==> src/rtl/imem_loader_pkg.sv <==
// Shared types and constants for the instruction-memory boot loader.
package imem_loader_pkg;

  typedef enum logic [2:0] {
    S_IDLE   = 3'd0,
    S_LEN_LO = 3'd1,
    S_LEN_HI = 3'd2,
    S_DATA   = 3'd3,
    S_CHK    = 3'd4,
    S_DONE   = 3'd5,
    S_ERR    = 3'd6
  } state_e;

  localparam int LEN_BYTES      = 2;
  localparam int BYTES_PER_WORD = 4;
  localparam int LANE_W         = $clog2(BYTES_PER_WORD);
  localparam int DEFAULT_DEPTH  = 1024;
  localparam int DEFAULT_ADDR_W = 10;

  function automatic logic [7:0] csum_step(input logic [7:0] acc, input logic [7:0] b);
    return acc ^ b;
  endfunction

endpackage

==> src/rtl/imem_loader_byte_packer.sv <==
// Collects accepted stream bytes into little-endian 32-bit words and
// emits a one-cycle word_valid pulse together with the completed word.
module byte_packer
  import imem_loader_pkg::*;
(
  input  logic        clk_i,
  input  logic        rst_i,
  input  logic        clr_i,
  input  logic        byte_en_i,
  input  logic [7:0]  byte_i,
  output logic        last_lane_o,
  output logic        word_valid_o,
  output logic [31:0] word_o
);

  logic [LANE_W-1:0] lane_q, lane_d;
  logic [31:0]       shift_q, shift_d;
  logic [31:0]       word_q, word_d;
  logic              valid_q, valid_d;

  // Next-state for lane counter, shift register and word output.
  always_comb begin
    lane_d  = lane_q;
    shift_d = shift_q;
    word_d  = word_q;
    valid_d = 1'b0;
    if (clr_i) begin
      lane_d = '0;
    end else if (byte_en_i) begin
      // Bytes enter at the top, so the first byte ends up in bits [7:0].
      shift_d = {byte_i, shift_q[31:8]};
      lane_d  = lane_q + LANE_W'(1);
      if (lane_q == LANE_W'(BYTES_PER_WORD - 1)) begin
        word_d  = {byte_i, shift_q[31:8]};
        valid_d = 1'b1;
      end else begin
        valid_d = 1'b0;
      end
    end else begin
      lane_d = lane_q;
    end
  end

  // Packer state registers.
  always_ff @(posedge clk_i) begin
    if (rst_i) begin
      lane_q  <= '0;
      shift_q <= 32'd0;
      word_q  <= 32'd0;
      valid_q <= 1'b0;
    end else begin
      lane_q  <= lane_d;
      shift_q <= shift_d;
      word_q  <= word_d;
      valid_q <= valid_d;
    end
  end

  assign last_lane_o  = (lane_q == LANE_W'(BYTES_PER_WORD - 1));
  assign word_valid_o = valid_q;
  assign word_o       = word_q;

endmodule

==> src/rtl/imem_loader.sv <==
// Boot-time instruction memory writer: length-framed byte stream to word writes.
// Optional trailing XOR checksum byte when IMEM_LOADER_CHECKSUM_EN is defined.
module imem_loader
  import imem_loader_pkg::*;
#(
  parameter int DEPTH  = DEFAULT_DEPTH,
  parameter int ADDR_W = DEFAULT_ADDR_W
) (
  input  logic              clk,
  input  logic              rst,
  input  logic              start,
  input  logic              byte_valid,
  input  logic [7:0]        byte_data,
  output logic              byte_ready,
  output logic              wr_en,
  output logic [ADDR_W-1:0] wr_addr,
  output logic [31:0]       wr_data,
  output logic              core_rst,
  output logic              done,
  output logic              err
);

  state_e            state_q, state_d;
  logic [15:0]       len_q, len_d;
  logic [16:0]       word_cnt_q, word_cnt_d;
  logic [ADDR_W-1:0] wr_addr_q, wr_addr_d;
  logic              ready_q, ready_d;
  logic              core_rst_q, core_rst_d;
  logic              done_q, done_d;
  logic              err_q, err_d;
  logic              accept_s, go_s, clr_s, word_done_s, last_word_s, last_lane_s;
  logic [16:0]       n_s;
`ifdef IMEM_LOADER_CHECKSUM_EN
  logic [7:0]        csum_q, csum_d;
`endif

  assign go_s        = start && (state_q == S_IDLE || state_q == S_DONE || state_q == S_ERR);
  assign clr_s       = rst || (state_q == S_IDLE) || go_s;
  assign accept_s    = byte_valid && ready_q;
  assign word_done_s = accept_s && (state_q == S_DATA) && last_lane_s;
  assign last_word_s = ((word_cnt_q + 17'd1) == {1'b0, len_q});
  assign n_s         = {1'b0, byte_data, len_q[7:0]};

  byte_packer u_packer (
    .clk_i        (clk),
    .rst_i        (rst),
    .clr_i        (clr_s),
    .byte_en_i    (accept_s && (state_q == S_DATA)),
    .byte_i       (byte_data),
    .last_lane_o  (last_lane_s),
    .word_valid_o (wr_en),
    .word_o       (wr_data)
  );

  // FSM state register.
  always_ff @(posedge clk) begin
    if (rst) state_q <= S_IDLE;
    else     state_q <= state_d;
  end

  // FSM next-state logic.
  always_comb begin
    state_d = state_q;
    case (state_q)
      S_IDLE:   if (start) state_d = S_LEN_LO; else state_d = S_IDLE;
      S_LEN_LO: if (accept_s) state_d = S_LEN_HI; else state_d = S_LEN_LO;
      S_LEN_HI: begin
        if (!accept_s)                  state_d = S_LEN_HI;
`ifdef IMEM_LOADER_CHECKSUM_EN
        else if (n_s == 17'd0)          state_d = S_CHK;
`else
        else if (n_s == 17'd0)          state_d = S_DONE;
`endif
        else if (n_s > 17'(DEPTH))      state_d = S_ERR;
        else                            state_d = S_DATA;
      end
      S_DATA: begin
`ifdef IMEM_LOADER_CHECKSUM_EN
        if (word_done_s && last_word_s) state_d = S_CHK;
`else
        if (word_done_s && last_word_s) state_d = S_DONE;
`endif
        else                            state_d = S_DATA;
      end
`ifdef IMEM_LOADER_CHECKSUM_EN
      S_CHK: begin
        if (!accept_s)                  state_d = S_CHK;
        else if (byte_data == csum_q)   state_d = S_DONE;
        else                            state_d = S_ERR;
      end
`else
      S_CHK:    state_d = S_IDLE;
`endif
      S_DONE:   if (start) state_d = S_LEN_LO; else state_d = S_DONE;
      S_ERR:    if (start) state_d = S_LEN_LO; else state_d = S_ERR;
      default:  state_d = S_IDLE;
    endcase
  end

  // FSM output decode; done waits one cycle after the last word's write strobe.
  always_comb begin
    ready_d    = (state_d == S_LEN_LO) || (state_d == S_LEN_HI) ||
                 (state_d == S_DATA)   || (state_d == S_CHK);
    done_d     = (state_d == S_DONE) && (state_q != S_DATA);
    err_d      = (state_d == S_ERR);
    core_rst_d = !done_d;
  end

  // Registered status outputs.
  always_ff @(posedge clk) begin
    if (rst) begin
      ready_q    <= 1'b0;
      core_rst_q <= 1'b1;
      done_q     <= 1'b0;
      err_q      <= 1'b0;
    end else begin
      ready_q    <= ready_d;
      core_rst_q <= core_rst_d;
      done_q     <= done_d;
      err_q      <= err_d;
    end
  end

  // Length capture, word counter, write address and checksum accumulator.
  always_comb begin
    len_d      = len_q;
    word_cnt_d = word_cnt_q;
    wr_addr_d  = wr_addr_q;
    if (accept_s && state_q == S_LEN_LO)      len_d[7:0]  = byte_data;
    else if (accept_s && state_q == S_LEN_HI) len_d[15:8] = byte_data;
    else                                      len_d       = len_q;
    if (clr_s) begin
      word_cnt_d = 17'd0;
    end else if (word_done_s) begin
      wr_addr_d  = word_cnt_q[ADDR_W-1:0];
      word_cnt_d = word_cnt_q + 17'd1;
    end else begin
      word_cnt_d = word_cnt_q;
    end
`ifdef IMEM_LOADER_CHECKSUM_EN
    csum_d = csum_q;
    if (clr_s)                                 csum_d = 8'd0;
    else if (accept_s && state_q == S_DATA)    csum_d = csum_step(csum_q, byte_data);
    else                                       csum_d = csum_q;
`endif
  end

  // Datapath registers.
  always_ff @(posedge clk) begin
    if (rst) begin
      len_q      <= 16'd0;
      word_cnt_q <= 17'd0;
      wr_addr_q  <= '0;
`ifdef IMEM_LOADER_CHECKSUM_EN
      csum_q     <= 8'd0;
`endif
    end else begin
      len_q      <= len_d;
      word_cnt_q <= word_cnt_d;
      wr_addr_q  <= wr_addr_d;
`ifdef IMEM_LOADER_CHECKSUM_EN
      csum_q     <= csum_d;
`endif
    end
  end

  assign byte_ready = ready_q;
  assign wr_addr    = wr_addr_q;
  assign core_rst   = core_rst_q;
  assign done       = done_q;
  assign err        = err_q;

endmodule

==> config.mk <==
export PLATFORM = sky130hd
export DESIGN_NAME = imem_loader
export DESIGN_NICKNAME = d
export VERILOG_FILES = /design/src/rtl/imem_loader_pkg.sv /design/src/rtl/imem_loader_byte_packer.sv /design/src/rtl/imem_loader.sv
export SDC_FILE = /design/constraint.sdc
export NUM_CORES = 1
export LEC_CHECK = 0
export CAP_MARGIN = 30
export CORE_MARGIN = 8
export CORE_UTILIZATION = 25
export DETAILED_ROUTE_END_ITERATION = 12
export GPL_TIMING_DRIVEN = 0
export SLEW_MARGIN = 30
export SYNTH_ARGS = -nofsm -noshare
export SYNTH_HDL_FRONTEND = slang
export SYNTH_SLANG_ARGS = --single-unit
==> constraint.sdc <==
create_clock -name clk -period 6.05 [get_ports clk]
set_input_delay 0.9075 -clock clk [delete_from_list [all_inputs] [get_ports clk]]
set_output_delay 0.9075 -clock clk [all_outputs]
set_load 0.01 [all_outputs]
==> Flow_metrics.wiki <==
{| class="wikitable"
! Metric !! Value
|-
| Number of vias after detailed routing || 3942
|-
| Count of input and output buffers || 57
|-
| Final setup skew || 0.00654 ns
|-
| Post-DRT Antenna Nets || 0
|-
| Final Cycle Share || 47.1%
|-
| TritonCTS buffer count || 9
|-
| Worst slack at placement || 2.86 ns
|-
| WP data required || 6.30 ns
|-
| Buffering stage count on the worst path with inverters included || 1
|-
| Initial Utilization || 25.6%
|-
| Dominant cells by area after synthesis || dfxtp_1, nand2_1, a21oi_1
|-
| Async S/R FF share, synth || 0%
|-
| Resized cells post-CTS || 0
|-
| DR DRC count || 0
|-
| Wire length of the first global-routing pass || 19400 um
|-
| Worst slew slack as a fraction of its limit || 63.8%
|-
| Worst setup margin || 3.20 ns
|-
| Status || complete, no violations
|-
| Area growth from synthesis to layout || 24.2%
|-
| Post-route total power || 1.32 mW
|-
| Instance area after placement || 5480 um2
|-
| Clock-pin slew on the worst setup and hold paths || 0.07 ns
|-
| CP delay by family, top || simple AND/OR/NAND/NOR gates
|-
| Avg Inst Size Synth || 8.22 um2
|-
| Layout cells sized above 1 || 6.13%
|-
| Routed length per placed instance || 13.9 um
|-
| Commonest register cell after synthesis || dfxtp_1
|-
| Placed Instances || 849
|-
| I/O pin count || 59
|-
| Worst-case clock buffer depth || 2
|-
| Number of enable flip-flop cells after synthesis || 0
|-
| CP Capture Point || core_rst
|-
| Post-layout instance area || 5740 um2
|-
| HPWL after detailed placement || 8950 um
|-
| Worst hold path cell count || 2
|-
| Post-synthesis sequential area ratio || 47.2%
|-
| GRT Util Overall || 10.3%
|-
| Worst VDD drop || 0.131 mV
|-
| Die height || 152 um
|-
| Sum Neg Setup Slack || 0 ns
|-
| Total power divided by cell area || 230 nW/um2
|-
| Max incr delay on CP || 0.55 ns
|-
| Row count || 49
|-
| Synth cell count leaders || nand2_1, dfxtp_1, a21oi_1
|-
| Leakage power total || 1.91 nW
|-
| Count of TritonRoute iterations in the first routing pass || 4
|-
| Worst Tran Pin Value || 0.543 ns
|-
| Pin count of the biggest net entering global routing || 17
|-
| Number of global-route vias before repair || 3695
|-
| Antenna violations before repair || 0
|-
| Unrepaired setup endpoints after global routing || no
|-
| Sum of overflow across all layers after global routing || 0
|-
| Number of DRC violations after detailed-routing iteration 0 || 293
|-
| Hold Path Class || reg2reg
|-
| CTS hold repair buffers || 0
|-
| Flip-flop and latch area || 2180 um2
|-
| Launching point of the worst reg2reg path || word_cnt_q[0]
|-
| Signal arrival time at the worst endpoint || 3.10 ns
|-
| Critical path endpoint category || flip-flop
|-
| Die boundary width || 152 um
|-
| Worst R2R Setup Slack || 3.55 ns
|-
| TritonCTS clock tree || built
|-
| Worst-path cell chain || clkdlybuf4s50_1, or4_1, nor2_1, nand3b_1, a211oi_1, nand2_1, a21o_1
|-
| Post-route minimum period || 2.85 ns
|-
| Cell accounting for the most synthesized area || dfxtp_1
|-
| Diode count || 0
|-
| Combined area of the multi-input logic cells || 2240 um2
|-
| Cell Count, Final, Fillers Out || 865
|-
| Fraction of synthesized cell area taken by the top area cell type || 47.2%
|-
| Synthesized cell area || 4630 um2
|-
| Clk root buf || clkbuf_16
|-
| Synthesis-stage register bit count || 109
|-
| Vias per cell || 4.56
|-
| Top achievable clock speed || 0.351 GHz
|-
| Die area || 23100 um2
|-
| Finish-stage setup viols || 0
|-
| Post-Synthesis Cells || 563
|-
| Max-Cap Viols || 0
|-
| Max-slew violations || 0
|-
| Maximum level of the CTS H-tree || 3
|-
| Depth of the most critical reg-to-reg path || 7
|-
| Cell at the slowest stage of the critical path || clkdlybuf4s50_1
|-
| Total wire length after detailed routing || 12000 um
|-
| Top-count cell post-synth || nand2_1
|-
| Crit start category || primary input
|-
| Critical path fanouts, max || 5
|-
| Source-to-sink clock delay at the later pin of the worst-skew pair || 0.35 ns
|-
| Distinct cells, synth || 54
|-
| Hold Vio Cnt, Final || 0
|-
| Sinks on Clock Net || 109
|-
| Critical path start-end classification || in2reg
|-
| Number of filler instances in the final layout || 1925
|-
| Synthesis Warnings || 0
|-
| CORE AREA || 18100 um2
|-
| Critical register-to-register path endpoint || byte_ready
|-
| Total number of cells along the worst setup path || 7
|-
| Final GP Congestion || 0.827
|-
| Buffer count from post-CTS setup fixing || 0
|-
| CP startpoint || byte_data[4]
|-
| Number of nets in the layout || 645
|-
| Syn Nets || 577
|}
## registers in the layout (all words and copies together), names as in the netlist, 2 cells and up
| signal | count |
|---|---|
| len_q | 16 |
| state_q | 3 |
| wr_addr | 10 |
| u_packer.shift_q | 24 |
| word_cnt_q | 17 |
| u_packer.lane_q | 2 |
| u_packer.word_o | 32 |
## cells in the final DEF, fill, tap and decap left out, types with 6 or more instances in the layout
cell type        instances
nor2_1                  49
xnor2_1                 22
a21oi_1                 75
nor3_1                  11
mux2i_1                 18
clkbuf_1                25
clkdlybuf4s50_1         57
buf_4                    6
xor2_1                  17
nand3_1                 13
nand2_1                143
dfxtp_1                109
buf_2                    8
clkbuf_16                9
## metal layers
metal	vias up	wire length, um	GRT usage [%]
met4	0	170	3.86
met2	71	5010	14.5
met1	1843	6330	14.5
li1	2019	-	-
met3	9	535	2.78
met5	-	0	0
## worst min-delay path, stage by stage (launching register included)
cell	delay, ns
dfxtp_1	0.31
nand2_1	0.05
a21oi_1	0.05
## logic make-up after synthesis
family,synth area share (%)
flip-flops,47.2
AND/OR/NAND/NOR,24.5
XOR/XNOR,7.38
multiplexers,3.89
adder cells (fa/ha/maj),0.541
buffers and inverters,4.30
AO/OA/AOI/OAI,12.2
## area by class of cell
| class | instances | share of cell area (%) |
|---|---|---|
| multi-input combinational | 410 | 39.1 |
| sequential | 109 | 38.0 |
| timing repair buffer | 57 | 9.93 |
| tap | 229 | 4.99 |
| clock buffer | 11 | 4.05 |
| buffer | 39 | 3.14 |
| clock inverter | 5 | 0.479 |
| inverter | 5 | 0.327 |
## how the worst min path moves through the flow
stage | from | end | slack [ns]
global route | u_packer.shift_q[10] | u_packer.shift_q[10] | 0.47
global placement | u_packer.word_o[28] | u_packer.word_o[28] | 0.44
floorplan | u_packer.shift_q[8] | u_packer.word_o[0] | 0.43
finish | u_packer.word_o[10] | u_packer.word_o[10] | 0.46
detailed placement | u_packer.shift_q[14] | u_packer.shift_q[14] | 0.45
CTS | u_packer.word_o[6] | u_packer.word_o[6] | 0.46
## through the flow
stage	util [%]	hold WS, ns
floorplan	-	0.432
detailed placement	30.3	0.448
global placement	30.3	0.443
global route	31.8	0.469
finish	31.8	0.457
CTS	31.8	0.458
## power breakdown
part / total, mW / switching (mW) / internal, mW
Sequential: 0.723 / 0.00294 / 0.720
Combinational: 0.0591 / 0.0374 / 0.0216
Clock: 0.539 / 0.262 / 0.277
Power figures use the tool's default switching activity.
